[config.mk]
export PLATFORM = sky130hd
export DESIGN_NAME = cluster_periph_arbiter
export DESIGN_NICKNAME = d
export VERILOG_FILES = /design/src/rtl/cluster_periph_arb_pkg.sv /design/src/rtl/cluster_periph_arb_fifo.sv /design/src/rtl/cluster_periph_arbiter.sv
export SDC_FILE = /design/constraint.sdc
export NUM_CORES = 1
export LEC_CHECK = 0
export BUFFER_PORTS_ARGS = -buffer_cell sky130_fd_sc_hd__buf_2
export CORE_AREA = 2 2 277 279
export DETAILED_ROUTE_END_ITERATION = 16
export DIE_AREA = 0 0 279 281
export GPL_TIMING_DRIVEN = 0
export PLACE_DENSITY = 0.39
export SKIP_CTS_REPAIR_TIMING = 1
export SLEW_MARGIN = 5
export SYNTH_ARGS = -nofsm -noshare
export SYNTH_HDL_FRONTEND = slang
export SYNTH_HIERARCHICAL = 1
export SYNTH_SLANG_ARGS = --single-unit
[constraint.sdc]
create_clock -name clk_i -period 6 [get_ports clk_i]
set_clock_uncertainty 0.1 [all_clocks]
set_input_delay 0.9 -clock clk_i [delete_from_list [all_inputs] [get_ports clk_i]]
set_output_delay 0.9 -clock clk_i [all_outputs]
set_load 0.1 [all_outputs]
[src/rtl/cluster_periph_arb_pkg.sv]
// Shared types and the round-robin pick for the cluster peripheral arbiter.
// Types are sized from the default configuration (8 requesters, 4 outstanding).
package cluster_periph_arb_pkg;

   localparam int unsigned NReq           = 8;
   localparam int unsigned MaxOutstanding = 4;
   localparam int unsigned IdW            = $clog2(NReq);
   localparam int unsigned OccW           = $clog2(MaxOutstanding) + 1;

   typedef logic [IdW-1:0]  idx_t;
   typedef logic [OccW-1:0] occ_t;

   // First asserted requester at or after ptr, modulo NReq; returns ptr when none.
   function automatic idx_t rr_pick(input logic [NReq-1:0] req, input idx_t ptr);
      idx_t        win;
      int unsigned k;
      win = ptr;
      // Walk from the farthest offset down so the nearest match is written last.
      for (int unsigned i = NReq; i > 0; i--) begin
         k = (int'(ptr) + int'(i) - 1) % NReq;
         if (req[k]) win = idx_t'(k);
      end
      return win;
   endfunction

endpackage

[src/rtl/cluster_periph_arb_fifo.sv]
// In-order FIFO of requester indices, used to route responses back to their issuer.
module cluster_periph_arb_fifo
   import cluster_periph_arb_pkg::*;
#(
   parameter int unsigned DEPTH = MaxOutstanding
) (
   input  logic clk_i,
   input  logic rst_ni,
   input  logic push_i,
   input  idx_t data_i,
   input  logic pop_i,
   output idx_t head_o,
   output logic full_o,
   output logic empty_o
);

   localparam int unsigned PtrW = $clog2(DEPTH);

   idx_t            mem_q [DEPTH];
   logic [PtrW-1:0] wptr_q, rptr_q;
   occ_t            cnt_q;
   logic            push_ok, pop_ok;

   always_comb begin
      full_o  = (cnt_q == occ_t'(DEPTH));
      empty_o = (cnt_q == '0);
      push_ok = push_i & ~full_o;
      pop_ok  = pop_i & ~empty_o;
      head_o  = mem_q[rptr_q];
   end

   always_ff @(posedge clk_i or negedge rst_ni) begin
      if (!rst_ni) begin
         wptr_q <= '0;
         rptr_q <= '0;
         cnt_q  <= '0;
         for (int i = 0; i < int'(DEPTH); i++) mem_q[i] <= '0;
      end else begin
         if (push_ok) begin
            mem_q[wptr_q] <= data_i;
            wptr_q        <= wptr_q + 1'b1;
         end
         if (pop_ok) rptr_q <= rptr_q + 1'b1;
         case ({push_ok, pop_ok})
            2'b10:   cnt_q <= cnt_q + 1'b1;
            2'b01:   cnt_q <= cnt_q - 1'b1;
            default: cnt_q <= cnt_q;
         endcase
      end
   end

endmodule

[src/rtl/cluster_periph_arbiter.sv]
// Round-robin arbiter sharing one peripheral slave port among N_REQ requesters.
// Optional perf outputs are enabled by defining CLUSTER_PERIPH_ARB_PERF_EN.
module cluster_periph_arbiter
   import cluster_periph_arb_pkg::*;
#(
   parameter int unsigned N_REQ           = 8,
   parameter int unsigned ADDR_WIDTH      = 32,
   parameter int unsigned DATA_WIDTH      = 32,
   parameter int unsigned BE_WIDTH        = DATA_WIDTH / 8,
   parameter int unsigned MAX_OUTSTANDING = 4
) (
   input  logic                          clk_i,
   input  logic                          rst_ni,
   input  logic [N_REQ-1:0]              req_i,
   input  logic [N_REQ*ADDR_WIDTH-1:0]   add_i,
   input  logic [N_REQ-1:0]              wen_i,
   input  logic [N_REQ*DATA_WIDTH-1:0]   wdata_i,
   input  logic [N_REQ*BE_WIDTH-1:0]     be_i,
   output logic [N_REQ-1:0]              gnt_o,
   output logic [N_REQ-1:0]              r_valid_o,
   output logic [DATA_WIDTH-1:0]         r_rdata_o,
   output logic                          r_opc_o,
   output logic                          req_o,
   output logic [ADDR_WIDTH-1:0]         add_o,
   output logic                          wen_o,
   output logic [DATA_WIDTH-1:0]         wdata_o,
   output logic [BE_WIDTH-1:0]           be_o,
   output logic [$clog2(N_REQ)-1:0]      id_o,
   input  logic                          gnt_i,
   input  logic                          r_valid_i,
   input  logic [DATA_WIDTH-1:0]         r_rdata_i,
   input  logic                          r_opc_i,
   output logic                          err_o
`ifdef CLUSTER_PERIPH_ARB_PERF_EN
   ,
   output logic [N_REQ-1:0]              perf_contention_o,
   output logic                          perf_full_o
`endif
);

   // Index and occupancy types come from the package, so the sizes must agree.
   if (N_REQ != NReq || MAX_OUTSTANDING != MaxOutstanding) begin : g_cfg_check
      $error("cluster_periph_arbiter: N_REQ/MAX_OUTSTANDING must match cluster_periph_arb_pkg");
   end

   idx_t rr_q, rr_nxt;
   idx_t lock_idx_q;
   logic lock_vld_q;
   logic err_q;

   idx_t win, head;
   logic any_req, xfer, pop;
   logic fifo_full, fifo_empty;

   // Request path: a presented-but-ungranted winner stays locked until granted.
   always_comb begin
      any_req = |req_i;
      req_o   = any_req & ~fifo_full;
      if (lock_vld_q && req_i[lock_idx_q]) win = lock_idx_q;
      else                                 win = rr_pick(req_i, rr_q);
      xfer    = req_o & gnt_i;
      rr_nxt  = (win == idx_t'(N_REQ - 1)) ? '0 : win + 1'b1;

      gnt_o   = '0;
      add_o   = '0;
      wen_o   = 1'b0;
      wdata_o = '0;
      be_o    = '0;
      id_o    = '0;
      if (req_o) begin
         add_o   = add_i[win*ADDR_WIDTH +: ADDR_WIDTH];
         wen_o   = wen_i[win];
         wdata_o = wdata_i[win*DATA_WIDTH +: DATA_WIDTH];
         be_o    = be_i[win*BE_WIDTH +: BE_WIDTH];
         id_o    = win;
      end
      if (xfer) gnt_o[win] = 1'b1;
   end

   // Response path: a response with nothing outstanding is dropped, not routed.
   always_comb begin
      pop       = r_valid_i & ~fifo_empty;
      r_valid_o = '0;
      if (pop) r_valid_o[head] = 1'b1;
      r_rdata_o = pop ? r_rdata_i : '0;
      r_opc_o   = pop & r_opc_i;
      err_o     = err_q;
   end

   always_ff @(posedge clk_i or negedge rst_ni) begin
      if (!rst_ni) begin
         rr_q       <= '0;
         lock_idx_q <= '0;
         lock_vld_q <= 1'b0;
         err_q      <= 1'b0;
      end else begin
         if (xfer) begin
            rr_q       <= rr_nxt;
            lock_vld_q <= 1'b0;
         end else if (req_o) begin
            lock_vld_q <= 1'b1;
            lock_idx_q <= win;
         end
         if (r_valid_i && fifo_empty) err_q <= 1'b1;
      end
   end

   cluster_periph_arb_fifo #(
      .DEPTH (MAX_OUTSTANDING)
   ) u_fifo (
      .clk_i   (clk_i),
      .rst_ni  (rst_ni),
      .push_i  (xfer),
      .data_i  (win),
      .pop_i   (pop),
      .head_o  (head),
      .full_o  (fifo_full),
      .empty_o (fifo_empty)
   );

`ifdef CLUSTER_PERIPH_ARB_PERF_EN
   logic perf_full_q;

   always_ff @(posedge clk_i or negedge rst_ni) begin
      if (!rst_ni) perf_full_q <= 1'b0;
      else         perf_full_q <= fifo_full;
   end

   assign perf_full_o       = perf_full_q;
   assign perf_contention_o = req_i & ~gnt_o;
`endif

endmodule

# Word-level counts from Yosys, hierarchy flattened
# Cells that the tools add are included.
# W data, S select, Z words.
dict set report op_classes {
  n_eq_ne 4
  shift 3
  magnitude_cmp 16
  addsub 21
  reduce_logical 10
  n_mux 51
  n_bitwise 11
}
# op count
set ops {}
lappend ops {{$shiftx A256 B9 Y32} 2}
lappend ops {{$mux W32} 3}
lappend ops {{$lt A3 B4 Y1 const B} 11}
lappend ops {{$mux W3} 14}
lappend ops {{$shiftx A32 B6 Y4} 1}
lappend ops {{$bmux W1 S3} 10}
lappend ops {{$sub A3 B1 Y3 const B} 9}
lappend ops {{$mux W8} 2}
lappend ops {{$mux W1} 15}
lappend ops {{$add A3 B1 Y3 const B} 4}
lappend ops {{$add A3 B3 Y3 const B} 4}
lappend ops {{$bwmux W12} 1}
lappend ops {{$reduce_or A8 Y1} 1}
lappend ops {{$add A3 B2 Y3 const B} 2}
lappend ops {{$and A1 B1 Y1} 6}
lappend ops {{$bmux W3 S2} 1}
lappend ops {{$demux W1 S3} 2}
lappend ops {{$demux W3 S2} 1}
lappend ops {{$eq A3 B3 Y1 const B} 2}
lappend ops {{$ge A3 B1 Y1 const B} 2}
lappend ops {{$ge A3 B3 Y1 const B} 2}
lappend ops {{$not A2 Y3} 2}
lappend ops {{$pmux W3 S2} 1}
lappend ops {{$logic_and A1 B1 Y1} 5}
lappend ops {{other kinds (9)} 13}
dict set report word_totals {
  register_bits 27
  out_inout_bits 123
  wordCells 127
  inputBits 597
}

# Logic depth before layout (Yosys ltp)
# Gate-level depths: netlist (run 1).
dict set report logic_depth {
  depth_word 18
  depth_mapped 20
  ltp_nobuf 13
}

# Modules after synthesis
# The synthesis (run 1) kept the hierarchy.
# module cells_each area_per_inst_um2 instances
set modules_own_cells {}
lappend modules_own_cells {cluster_periph_arbiter 2417 13748.2 1}
lappend modules_own_cells {cluster_periph_arb_fifo 68 942.2 1}

# Least setup slack after synthesis (run 1)
# No wires, ideal clock.
dict set report synth_path {
  kind {flip-flop to output port}
  from {register rr_q[0]}
  to {output port add_o[18]}
  arrival_time_ns 6.289
  path_stages_with_launch 19
  n_path_buf 7
  slack_ns -1.289
  cell_sequence {dfrtp_1 > buf_2 > buf_2 > inv_2 > clkbuf_1 > clkbuf_1 > ha_1 > buf_2 > mux4_2 > mux2_2 > or2_1 > o31a_1 > xnor2_2 > o21a_1 > buf_4 > inv_2 > buf_2 > a211oi_1 > o32ai_1}
}
dict set report synth_via {
  elab_chain_len 15
  elab_cells_between_ends 43
  cone_classes {16 x add/sub; 1 x shift; 26 x mux}
}
# element line
set synth_rtl {}
lappend synth_rtl {{from (decl)} cluster_periph_arbiter.sv:46} ;# idx_t rr_q, rr_nxt;
lappend synth_rtl {{from (signal assigned)} cluster_periph_arbiter.sv:98} ;# rr_q <= rr_nxt;
lappend synth_rtl {{$add A3 B1 Y3} cluster_periph_arb_pkg.sv:20} ;# k = (int'(ptr) + int'(i) - 1) % NReq;
lappend synth_rtl {{$sub A3 B1 Y3} cluster_periph_arb_pkg.sv:20}
lappend synth_rtl {{$bmux W1 S3} cluster_periph_arb_pkg.sv:21} ;# if (req[k]) win = idx_t'(k);
lappend synth_rtl {{$mux W1 (not written as such)} cluster_periph_arb_pkg.sv:21}
lappend synth_rtl {{$mux W3 (7 in series)} cluster_periph_arb_pkg.sv:21}
lappend synth_rtl {{$mux W3 *} cluster_periph_arb_pkg.sv:21}
lappend synth_rtl {{$mux W3 *} cluster_periph_arbiter.sv:59} ;# if (lock_vld_q && req_i[lock_idx_q]) win = lock_idx_q;
lappend synth_rtl {{via win[0]} cluster_periph_arbiter.sv:51} ;# idx_t win, head;
lappend synth_rtl {{$shiftx A256 B9 Y32 *} cluster_periph_arbiter.sv:71} ;# add_o = add_i[win*ADDR_WIDTH +: ADDR_WIDTH];
lappend synth_rtl {{$mux W32 *} cluster_periph_arbiter.sv:70} ;# if (req_o) begin
lappend synth_rtl {{to (decl)} cluster_periph_arbiter.sv:24} ;# output logic [ADDR_WIDTH-1:0] add_o,
# Mark *: on every way through the listed nets, which the timed path passes. The rest lies on a longest branch. The select of a mux whose other input is x is not followed.

# Final worst setup path (run 1)
dict set report layout_path {
  from {register rr_q[0]}
  to {output port wdata_o[28]}
}
dict set report layout_via {
  elab_chain_len 15
  elab_cells_between_ends 43
  cone_classes {16 x add/sub; 1 x shift; 26 x mux}
}
# element line
set layout_rtl {}
lappend layout_rtl {{$add A3 B1 Y3} cluster_periph_arb_pkg.sv:20}
lappend layout_rtl {{$sub A3 B1 Y3} cluster_periph_arb_pkg.sv:20}
lappend layout_rtl {{$bmux W1 S3} cluster_periph_arb_pkg.sv:21}
lappend layout_rtl {{$mux W1 (not written as such)} cluster_periph_arb_pkg.sv:21}
lappend layout_rtl {{$mux W3 (7 in series)} cluster_periph_arb_pkg.sv:21}
lappend layout_rtl {{$mux W3 *} cluster_periph_arb_pkg.sv:21}
lappend layout_rtl {{$mux W3 *} cluster_periph_arbiter.sv:59}
lappend layout_rtl {{$shiftx A256 B9 Y32 *} cluster_periph_arbiter.sv:73} ;# wdata_o = wdata_i[win*DATA_WIDTH +: DATA_WIDTH];
lappend layout_rtl {{$mux W32 *} cluster_periph_arbiter.sv:70}
lappend layout_rtl {{to (decl)} cluster_periph_arbiter.sv:26} ;# output logic [DATA_WIDTH-1:0] wdata_o,
# Mark *: on every way between the ends. The rest lies on a longest branch, timed or not. The select of a mux whose other input is x is not followed.

==> impl_results.html, run 1 <==
<table>
<tr><th>Metric</th><th>Value</th></tr>
<tr><th colspan="2">Clock network</th></tr>
<tr><td># H-tree levels</td><td>1</td></tr>
<tr><td>Clock transition at the register clock pins on the worst setup and hold paths after CTS</td><td>0.08 ns</td></tr>
<tr><td>Buffers from clock root to sink, at most</td><td>2</td></tr>
<tr><td>Clock root buffer master</td><td>clkbuf_16</td></tr>
<tr><td>TritonCTS clock tree</td><td>done</td></tr>
<tr><td>Cts bufs inserted</td><td>3</td></tr>
<tr><td>Clock latency on the worst-skew pair</td><td>0.27 ns</td></tr>
<tr><td>Num Clock Sinks</td><td>27</td></tr>
<tr><th colspan="2">Final layout</th></tr>
<tr><td>Final nets</td><td>3826</td></tr>
<tr><td>Share of final-layout standard cells stronger than drive strength 1</td><td>0.295</td></tr>
<tr><td>Filler cell count</td><td>8759</td></tr>
<tr><td>Relative area change from synthesis to final layout</td><td>40.9%</td></tr>
<tr><td>Final instance area</td><td>20700 um^2</td></tr>
<tr><th colspan="2">Logic synthesis</th></tr>
<tr><td>Cells after synthesis</td><td>2485</td></tr>
<tr><td>Post-Syn Area per Cell</td><td>5.91 um^2</td></tr>
<tr><td>Number of flops mapped to enable cells by yosys</td><td>0</td></tr>
<tr><td>Share of synthesized flip-flops with an asynchronous set or reset</td><td>1.00</td></tr>
<tr><td>Fraction of synthesized cell area taken by the top area cell type</td><td>0.184</td></tr>
<tr><td>Number of warnings reported in the yosys synthesis log</td><td>6</td></tr>
<tr><td>Number of nets produced by synthesis</td><td>3092</td></tr>
<tr><td>Syn Std Cell Area</td><td>14700 um^2</td></tr>
<tr><td>Top cells by area, synth</td><td>nand2_1 18%, a211oi_1 15%, o211ai_1 13%</td></tr>
<tr><td>Number of flip-flops and latches in the synthesized netlist</td><td>27</td></tr>
<tr><td>Sequential cell area fraction in the yosys report</td><td>0.0460</td></tr>
<tr><td>Main synth FF type</td><td>dfrtp_1</td></tr>
<tr><td>Post-synthesis cell type with the largest combined area</td><td>nand2_1</td></tr>
<tr><td>Library cells used by synthesis</td><td>56</td></tr>
<tr><th colspan="2">Setup path</th></tr>
<tr><td>Setup CP Type</td><td>flop to output port</td></tr>
<tr><td>Reg-to-reg critical path endpoint</td><td>rr_q[2]$_DFFE_PN0P_</td></tr>
<tr><td>Critical path destination</td><td>wdata_o[28]</td></tr>
<tr><td>CP cell instances</td><td>buf_6 -&gt; buf_8 -&gt; inv_4 -&gt; buf_12 -&gt; ha_4 -&gt; buf_6 -&gt; mux2_1 -&gt; mux4_2 -&gt; o311a_4 -&gt; o31a_1 -&gt; xnor2_2 -&gt; buf_4 -&gt; o21a_1 -&gt; buf_8 -&gt; clkbuf_16 -&gt; buf_6 -&gt; o211ai_1 -&gt; a32o_1 -&gt; buf_2</td></tr>
<tr><td>Crit path launch type</td><td>flop</td></tr>
<tr><td>Library cell appearing most often on the critical path</td><td>buf_6</td></tr>
<tr><td>Number of cells on the worst reg-to-reg path</td><td>20</td></tr>
<tr><td>Internal reg-to-reg setup slack</td><td>1.40 ns</td></tr>
<tr><td>Data arrival time of the critical path</td><td>4.91 ns</td></tr>
<tr><td>Worst-path cell with the longest stage delay</td><td>mux4_2</td></tr>
<tr><td>Largest fanout on the critical path</td><td>10</td></tr>
<tr><td>Top delay family on crit path</td><td>buffers and inverters</td></tr>
<tr><td>FF-to-FF Start</td><td>rr_q[0]$_DFFE_PN0P_</td></tr>
<tr><td>CP Data Required Time</td><td>5.00 ns</td></tr>
<tr><td>Stage delay of the slowest cell on the critical path</td><td>0.53 ns</td></tr>
<tr><td>Logic depth of the worst path, buffers included</td><td>19</td></tr>
<tr><td>Critical path endpoint category</td><td>output port</td></tr>
<tr><td>Launch point of the worst path</td><td>rr_q[0]$_DFFE_PN0P_</td></tr>
<tr><td>Total buffers and inverters traversed by the critical path</td><td>10</td></tr>
<tr><th colspan="2">Floorplan</th></tr>
<tr><td>Die boundary height</td><td>281 um</td></tr>
<tr><td>Full die area</td><td>78400 um^2</td></tr>
<tr><td>Core Region</td><td>75400 um^2</td></tr>
<tr><td>Boundary Pins</td><td>720</td></tr>
<tr><td>Die X-Extent</td><td>279 um</td></tr>
<tr><td>Std-Cell Rows</td><td>101</td></tr>
<tr><td>Effective utilization at floorplan</td><td>0.195</td></tr>
<tr><th colspan="2">STA</th></tr>
<tr><td>Clock period minus final worst setup slack</td><td>5.91 ns</td></tr>
<tr><td>Slew Viols, Final</td><td>0</td></tr>
<tr><td>Highest Clock Rate</td><td>169 MHz</td></tr>
<tr><td>Final Hold Fails</td><td>0</td></tr>
<tr><td>Transition time at the pin with the least slew margin</td><td>1.30 ns</td></tr>
<tr><td>Period Utilization, post-route</td><td>0.985</td></tr>
<tr><td>Final setup fails</td><td>0</td></tr>
<tr><td>Max-slew headroom at the worst pin</td><td>0.131</td></tr>
<tr><th colspan="2">Drt</th></tr>
<tr><td>Routed length on met1</td><td>46.9 mm</td></tr>
<tr><td>Met2 layer wire length in the routed design</td><td>52.6 mm</td></tr>
<tr><td>Vias/cell</td><td>5.29</td></tr>
<tr><td>Remaining antenna violation count</td><td>0</td></tr>
<tr><td>Via count of the routed design</td><td>22381</td></tr>
<tr><td>Total Routed Length</td><td>110 mm</td></tr>
<tr><td>Drc violations</td><td>0</td></tr>
<tr><td>Routed wire length on met3</td><td>7.72 mm</td></tr>
<tr><td>DRC violation total after the first TritonRoute iteration</td><td>1973</td></tr>
<tr><td>DR top layer</td><td>met5</td></tr>
<tr><td>Count of TritonRoute iterations in the first routing pass</td><td>5</td></tr>
<tr><td>Wire length per cell after detailed routing</td><td>26.0 um</td></tr>
<tr><th colspan="2">Global route</th></tr>
<tr><td>All-Layer GR Usage</td><td>0.263</td></tr>
<tr><td>Global-route wire length before repair</td><td>154 mm</td></tr>
<tr><td>Pin count of the biggest net entering global routing</td><td>28</td></tr>
<tr><td>Vias in the first global route</td><td>21375</td></tr>
<tr><td>Overflow left after global routing</td><td>0</td></tr>
<tr><td>Initial antenna violation count</td><td>47</td></tr>
<tr><th colspan="2">Place</th></tr>
<tr><td>Routability-driven placement congestion ratio</td><td>0.899</td></tr>
<tr><td>Area after detailed placement</td><td>19800 um^2</td></tr>
<tr><td>Final HPWL from detailed placement</td><td>87.5 mm</td></tr>
<tr><td>IO Port Bufs</td><td>717</td></tr>
<tr><th colspan="2">Outcome</th></tr>
<tr><td>Result of the run</td><td>complete, no violations</td></tr>
<tr><th colspan="2">Hold path</th></tr>
<tr><td>Type of the most critical hold path</td><td>flop to flop</td></tr>
<tr><td>Hold depth</td><td>1</td></tr>
<tr><th colspan="2">Flow run</th></tr>
<tr><td>Number of max-cap violations</td><td>0</td></tr>
</table>
-- layout by cell type, fill, tap and decap left out, types with 4 or more instances in the layout --
master	Yosys	layout
nand2_1	719	717
nand3_1	4	4
a21oi_1	142	142
nand2b_1	146	146
dfrtp_1	27	27
and2_1	35	35
buf_12	0	4
clkbuf_4	0	56
clkbuf_1	211	170
o211a_1	19	19
nor3_2	0	11
mux4_2	13	13
buf_4	8	26
xnor2_1	5	5
o32ai_4	0	8
a32o_1	60	46
clkbuf_2	0	24
buf_6	2	24
buf_8	0	6
nor2_1	23	21
xor2_1	4	4
buf_2	59	696
nor3_4	0	8
clkbuf_16	0	4
mux2_2	30	30
o211ai_1	252	252
inv_1	141	141
a211oi_1	289	286
a32o_2	0	14
diode_2	0	38
mux2i_1	69	68
o21ai_0	5	5
ha_1	9	8
nor3_1	153	134
-- per-layer routing --
metal	GRT usage	vias up
met5	0	-
li1	-	10455
met3	0.0342	138
met2	0.443	1031
met1	0.349	10739
met4	0.0805	18
-- logic make-up (layout without fill, tap and decap cells) --
family                     count (synthesis)  in the layout  share of synthesized area
adders and majority gates                 10             10                    0.00903
muxes                                    115            115                     0.0922
and+or+nand+nor                         1093           1093                      0.327
DFF                                       27             27                     0.0460
xor gates and xnor gates                  10             10                    0.00647
other                                      0             38                          0
buffers and inverters                    427           1160                      0.117
AOI/OAI and AO/OA                        803            803                      0.402
-- worst reg2reg max path: cells and delay by family (launching register included) --
family / cells / cell delay (ns)
AOI/OAI and AO/OA: 4 / 0.81
xor gates and xnor gates: 1 / 0.19
adders and majority gates: 3 / 0.71
buffers and inverters: 9 / 1.37
DFF: 1 / 0.41
muxes: 2 / 0.84
and+or+nand+nor: 1 / 0.05
-- worst min path at each step --
| stage | end | from | slack (ns) |
|---|---|---|---|
| 2_1_floorplan | u_fifo/mem_q[3]$_DFFE_PN0P_ | u_fifo/mem_q[3]$_DFFE_PN0P_ | 0.38 |
| 4_1_cts | err_o$_DFFE_PN0P_ | err_o$_DFFE_PN0P_ | 0.37 |
| 5_1_grt | err_o$_DFFE_PN0P_ | err_o$_DFFE_PN0P_ | 0.38 |
| 6_report | err_o$_DFFE_PN0P_ | err_o$_DFFE_PN0P_ | 0.37 |
| 3_5_place_dp | err_o$_DFFE_PN0P_ | err_o$_DFFE_PN0P_ | 0.35 |
| 3_3_place_gp | err_o$_DFFE_PN0P_ | err_o$_DFFE_PN0P_ | 0.35 |
-- synthesized netlist by cell type, types with 3 or more instances --
| cell type | instances |
|---|---|
| clkbuf_1 | 211 |
| mux2_1 | 3 |
| o32ai_1 | 9 |
| o31ai_1 | 4 |
| buf_4 | 8 |
| a211oi_1 | 289 |
| nand2_1 | 719 |
| mux4_2 | 13 |
| o211a_1 | 19 |
| nor3_1 | 153 |
| nand2b_1 | 146 |
| a21o_1 | 3 |
| xnor2_1 | 5 |
| mux2_2 | 30 |
| inv_2 | 3 |
| and2_1 | 35 |
| buf_2 | 59 |
| a21oi_1 | 142 |
| ha_1 | 9 |
| a32o_1 | 60 |
| o211ai_1 | 252 |
| nor2_1 | 23 |
| nor2b_1 | 3 |
| mux2i_1 | 69 |
| dfrtp_1 | 27 |
| inv_1 | 141 |
| xor2_1 | 4 |
| o21ai_0 | 5 |
| nand3_1 | 4 |
| nor4_1 | 3 |
-- state kept, by name, summed over array words and instances, names as in the netlist --
register       cells
rr_q               3
u_fifo/wptr_q      2
u_fifo/mem_q      12
u_fifo/rptr_q      2
lock_vld_q         1
u_fifo/cnt_q       3
lock_idx_q         3
err_o              1
-- stage by stage --
stage / setup WS [ns] / cells / TNS [ns] / util / hold WS, ns
after floorplan: -0.459 / 2485 / -1.03 / - / 0.375
after global placement: -2.51 / 4180 / -163.37 / 0.262 / 0.345
after detailed placement: -2.34 / 4180 / -155.23 / 0.262 / 0.346
after CTS: -2.68 / 4184 / -182.28 / 0.263 / 0.365
after global routing: -0.00948 / 4224 / -0.0234 / 0.274 / 0.382
final: 0.0879 / 4234 / 0 / 0.274 / 0.367
-- cell type report --
class                      instances  area [um^2]  area share
clock inverter                     1         8.76    0.000423
antenna                           38         95.1     0.00459
buffer                           280         1430      0.0689
timing repair buffer             730         3930       0.190
tap                              978         1220      0.0591
multi-input combinational       2031        12700       0.614
clock buffer                       3         75.1     0.00363
sequential                        27          676      0.0326
inverter                         146          557      0.0269
Power of run 1 is not shown: default switching activity piles up to over one toggle a cycle in this logic, so the estimate is an artifact.
==> run 2: changes to the inputs <==
--- a/constraint.sdc
+++ b/constraint.sdc
@@ -3,3 +3,3 @@
 set_input_delay 0.9 -clock clk_i [delete_from_list [all_inputs] [get_ports clk_i]]
 set_output_delay 0.9 -clock clk_i [all_outputs]
-set_load 0.1 [all_outputs]
+set_load 0.05 [all_outputs]
==> impl_results.html, run 2 (same netlist as run 1, synthesis figures left out) <==
<table>
<tr><th>Metric</th><th>Value</th></tr>
<tr><th colspan="2">Outcome</th></tr>
<tr><td>Result of the run</td><td>complete, no violations</td></tr>
<tr><th colspan="2">STA</th></tr>
<tr><td>Clock period minus final worst setup slack</td><td>6.00 ns (+0.0835 ns)</td></tr>
<tr><td>Max-slew headroom at the worst pin</td><td>0.255 (+0.124)</td></tr>
<tr><td>Slew Viols, Final</td><td>0 (unchanged)</td></tr>
<tr><td>Final setup fails</td><td>0 (unchanged)</td></tr>
<tr><td>Fin Setup TNS</td><td>0 ns (unchanged)</td></tr>
<tr><td>Period Utilization, post-route</td><td>0.999 (+0.0139)</td></tr>
<tr><td>Setup repair after global routing missed its margin</td><td>true</td></tr>
<tr><td>Transition time at the pin with the least slew margin</td><td>1.12 ns (-0.186 ns)</td></tr>
<tr><td>Highest Clock Rate</td><td>167 MHz (-1.4%)</td></tr>
<tr><td>Final Hold Fails</td><td>0 (unchanged)</td></tr>
<tr><td>Hold WS</td><td>0.396 ns (+0.0294 ns)</td></tr>
<tr><th colspan="2">Drt</th></tr>
<tr><td>Wire length per cell after detailed routing</td><td>27.6 um (+5.8%)</td></tr>
<tr><td>Count of TritonRoute iterations in the first routing pass</td><td>5 (unchanged)</td></tr>
<tr><td>DRC violation total after the first TritonRoute iteration</td><td>2145 (+8.7%)</td></tr>
<tr><td>Drc violations</td><td>0 (unchanged)</td></tr>
<tr><td>Remaining antenna violation count</td><td>0 (unchanged)</td></tr>
<tr><td>Vias/cell</td><td>5.34 (+1.0%)</td></tr>
<tr><td>Via count of the routed design</td><td>22569 (+0.84%)</td></tr>
<tr><td>Total Routed Length</td><td>116 mm (+5.6%)</td></tr>
<tr><th colspan="2">Clock network</th></tr>
<tr><td>Buffers from clock root to sink, at most</td><td>2 (unchanged)</td></tr>
<tr><td>Clock latency on the worst-skew pair</td><td>0.27 ns (about the same)</td></tr>
<tr><td>Clock transition at the register clock pins on the worst setup and hold paths after CTS</td><td>0.07 ns (about the same)</td></tr>
<tr><td>TritonCTS clock tree</td><td>done</td></tr>
<tr><td>Num Clock Sinks</td><td>27 (unchanged)</td></tr>
<tr><td># H-tree levels</td><td>1 (unchanged)</td></tr>
<tr><td>Clock root buffer master</td><td>clkbuf_16</td></tr>
<tr><td>Cts bufs inserted</td><td>3 (unchanged)</td></tr>
<tr><th colspan="2">Place</th></tr>
<tr><td>Routability-driven placement congestion ratio</td><td>0.996 (+11%)</td></tr>
<tr><td>Final HPWL from detailed placement</td><td>95.0 mm (+8.6%)</td></tr>
<tr><td>Number of cells in the design after placement</td><td>4180 (unchanged)</td></tr>
<tr><td>IO Port Bufs</td><td>717 (unchanged)</td></tr>
<tr><th colspan="2">Floorplan</th></tr>
<tr><td>Core Region</td><td>75400 um^2 (unchanged)</td></tr>
<tr><td>Effective utilization at floorplan</td><td>0.195 (unchanged)</td></tr>
<tr><td>Std-Cell Rows</td><td>101 (unchanged)</td></tr>
<tr><td>Die X-Extent</td><td>279 um (unchanged)</td></tr>
<tr><td>Die boundary height</td><td>281 um (unchanged)</td></tr>
<tr><td>Boundary Pins</td><td>720 (unchanged)</td></tr>
<tr><td>Full die area</td><td>78400 um^2 (unchanged)</td></tr>
<tr><th colspan="2">Setup path</th></tr>
<tr><td>Internal reg-to-reg setup slack</td><td>1.27 ns (-0.13 ns)</td></tr>
<tr><td>CP cell instances</td><td>buf_6 -&gt; buf_8 -&gt; inv_8 -&gt; buf_12 -&gt; ha_4 -&gt; buf_6 -&gt; mux2_1 -&gt; mux4_2 -&gt; o311a_1 -&gt; o31a_1 -&gt; xnor2_2 -&gt; o21a_1 -&gt; buf_12 -&gt; buf_12 -&gt; buf_12 -&gt; o211ai_1 -&gt; a32o_2 -&gt; buf_8</td></tr>
<tr><td>Critical path endpoint category</td><td>output port</td></tr>
<tr><td>Largest fanout on the critical path</td><td>13 (+3)</td></tr>
<tr><td>Worst-path cell with the longest stage delay</td><td>mux4_2</td></tr>
<tr><td>Launch point of the worst path</td><td>rr_q[0]$_DFFE_PN0P_</td></tr>
<tr><td>FF-to-FF Start</td><td>rr_q[0]$_DFFE_PN0P_</td></tr>
<tr><td>Library cell appearing most often on the critical path</td><td>buf_12</td></tr>
<tr><td>Stage delay of the slowest cell on the critical path</td><td>0.53 ns (about the same)</td></tr>
<tr><td>Data arrival time of the critical path</td><td>5.00 ns (+0.09 ns)</td></tr>
<tr><td>CP Data Required Time</td><td>5.00 ns (about the same)</td></tr>
<tr><td>Crit path launch type</td><td>flop</td></tr>
<tr><td>Setup CP Type</td><td>flop to output port</td></tr>
<tr><th colspan="2">Final layout</th></tr>
<tr><td>Number of cells in the finished layout apart from fillers</td><td>4226 (-0.19%)</td></tr>
<tr><td>Final nets</td><td>3829 (+0.078%)</td></tr>
<tr><td>Max FFs per register</td><td>12 (unchanged)</td></tr>
<tr><td>Share of final-layout standard cells stronger than drive strength 1</td><td>0.306 (+0.0112)</td></tr>
<tr><td>Relative area change from synthesis to final layout</td><td>39.6%</td></tr>
<tr><td>Most common cell after layout, fill and taps aside</td><td>buf_2</td></tr>
<tr><td>Commonest cells after routing, fill and taps aside</td><td>748 x buf_2, 717 x nand2_1, 289 x a211oi_1, 252 x o211ai_1, 155 x clkbuf_1</td></tr>
<tr><td>Register with the most flip-flops</td><td>u_fifo/mem_q</td></tr>
<tr><th colspan="2">Global route</th></tr>
<tr><td>Global-route wire length before repair</td><td>159 mm (+3.5%)</td></tr>
<tr><td>Initial antenna violation count</td><td>45 (-4.3%)</td></tr>
<tr><td>Pin count of the biggest net entering global routing</td><td>28 (unchanged)</td></tr>
<tr><td>Vias in the first global route</td><td>21497 (+0.57%)</td></tr>
<tr><td>Overflow left after global routing</td><td>0 (unchanged)</td></tr>
<tr><td>All-Layer GR Usage</td><td>0.279 (+0.0153)</td></tr>
<tr><th colspan="2">Hold path</th></tr>
<tr><td>Hold path startpoint</td><td>err_o$_DFFE_PN0P_</td></tr>
<tr><td>Type of the most critical hold path</td><td>flop to flop</td></tr>
<tr><th colspan="2">Flow run</th></tr>
<tr><td>Number of max-cap violations</td><td>0 (unchanged)</td></tr>
</table>
==> run 2: critical path, delay by kind of cell, from the launching register on <==
| kind | cells | cell delay (ns) |
|---|---|---|
| AOI/OAI and AO/OA | 5 | 1.65 |
| xor gates and xnor gates | 1 | 0.24 |
| adders and majority gates | 1 | 0.22 |
| buffers and inverters | 9 | 1.30 |
| DFF | 1 | 0.40 |
| muxes | 2 | 0.83 |
==> run 2: worst paths after layout <==
kind                                          end  depth (start not counted)
max in group asynchronous     rr_q[2]$_DFFE_PN0P_                          1
hold / removal                  err_o$_DFFE_PN0P_                          1
min in group asynchronous  lock_vld_q$_DFFE_PN0P_                          1
setup / recovery                         add_o[8]                         18
hold reg to reg                 err_o$_DFFE_PN0P_                          1
setup reg to reg              rr_q[2]$_DFFE_PN0P_                         19
==> run 2: stage by stage <==
stage                      util  worst slack (ns)  cell area, um^2
after global placement    0.259             -2.38            19500
after CTS                 0.260             -2.62            19600
after floorplan               -            -0.137            14700
final                     0.272           0.00448            20500
after detailed placement  0.259             -2.32            19500
after global routing      0.271           -0.0381            20500
==> run 2: layout make-up <==
cell class	count	area, um^2
multi-input cells	2031	12700
repair buffers	733	3740
well taps	978	1220
plain buffers	280	1450
clock buffers	4	78.8
fillers	8760	54900
diodes	27	67.6
inverters	146	559
flip-flops and latches	27	676
==> run 2: layer usage <==
metal  vias to the layer above  wire (um)  global-route usage
li1                      10468          -                   -
met1                     10719      47300               0.350
met2                      1157      53700               0.466
met3                       199       9110              0.0505
met4                        26       6150               0.121
met5                         -        185                   0
Power of run 2 is left out for the same reason.
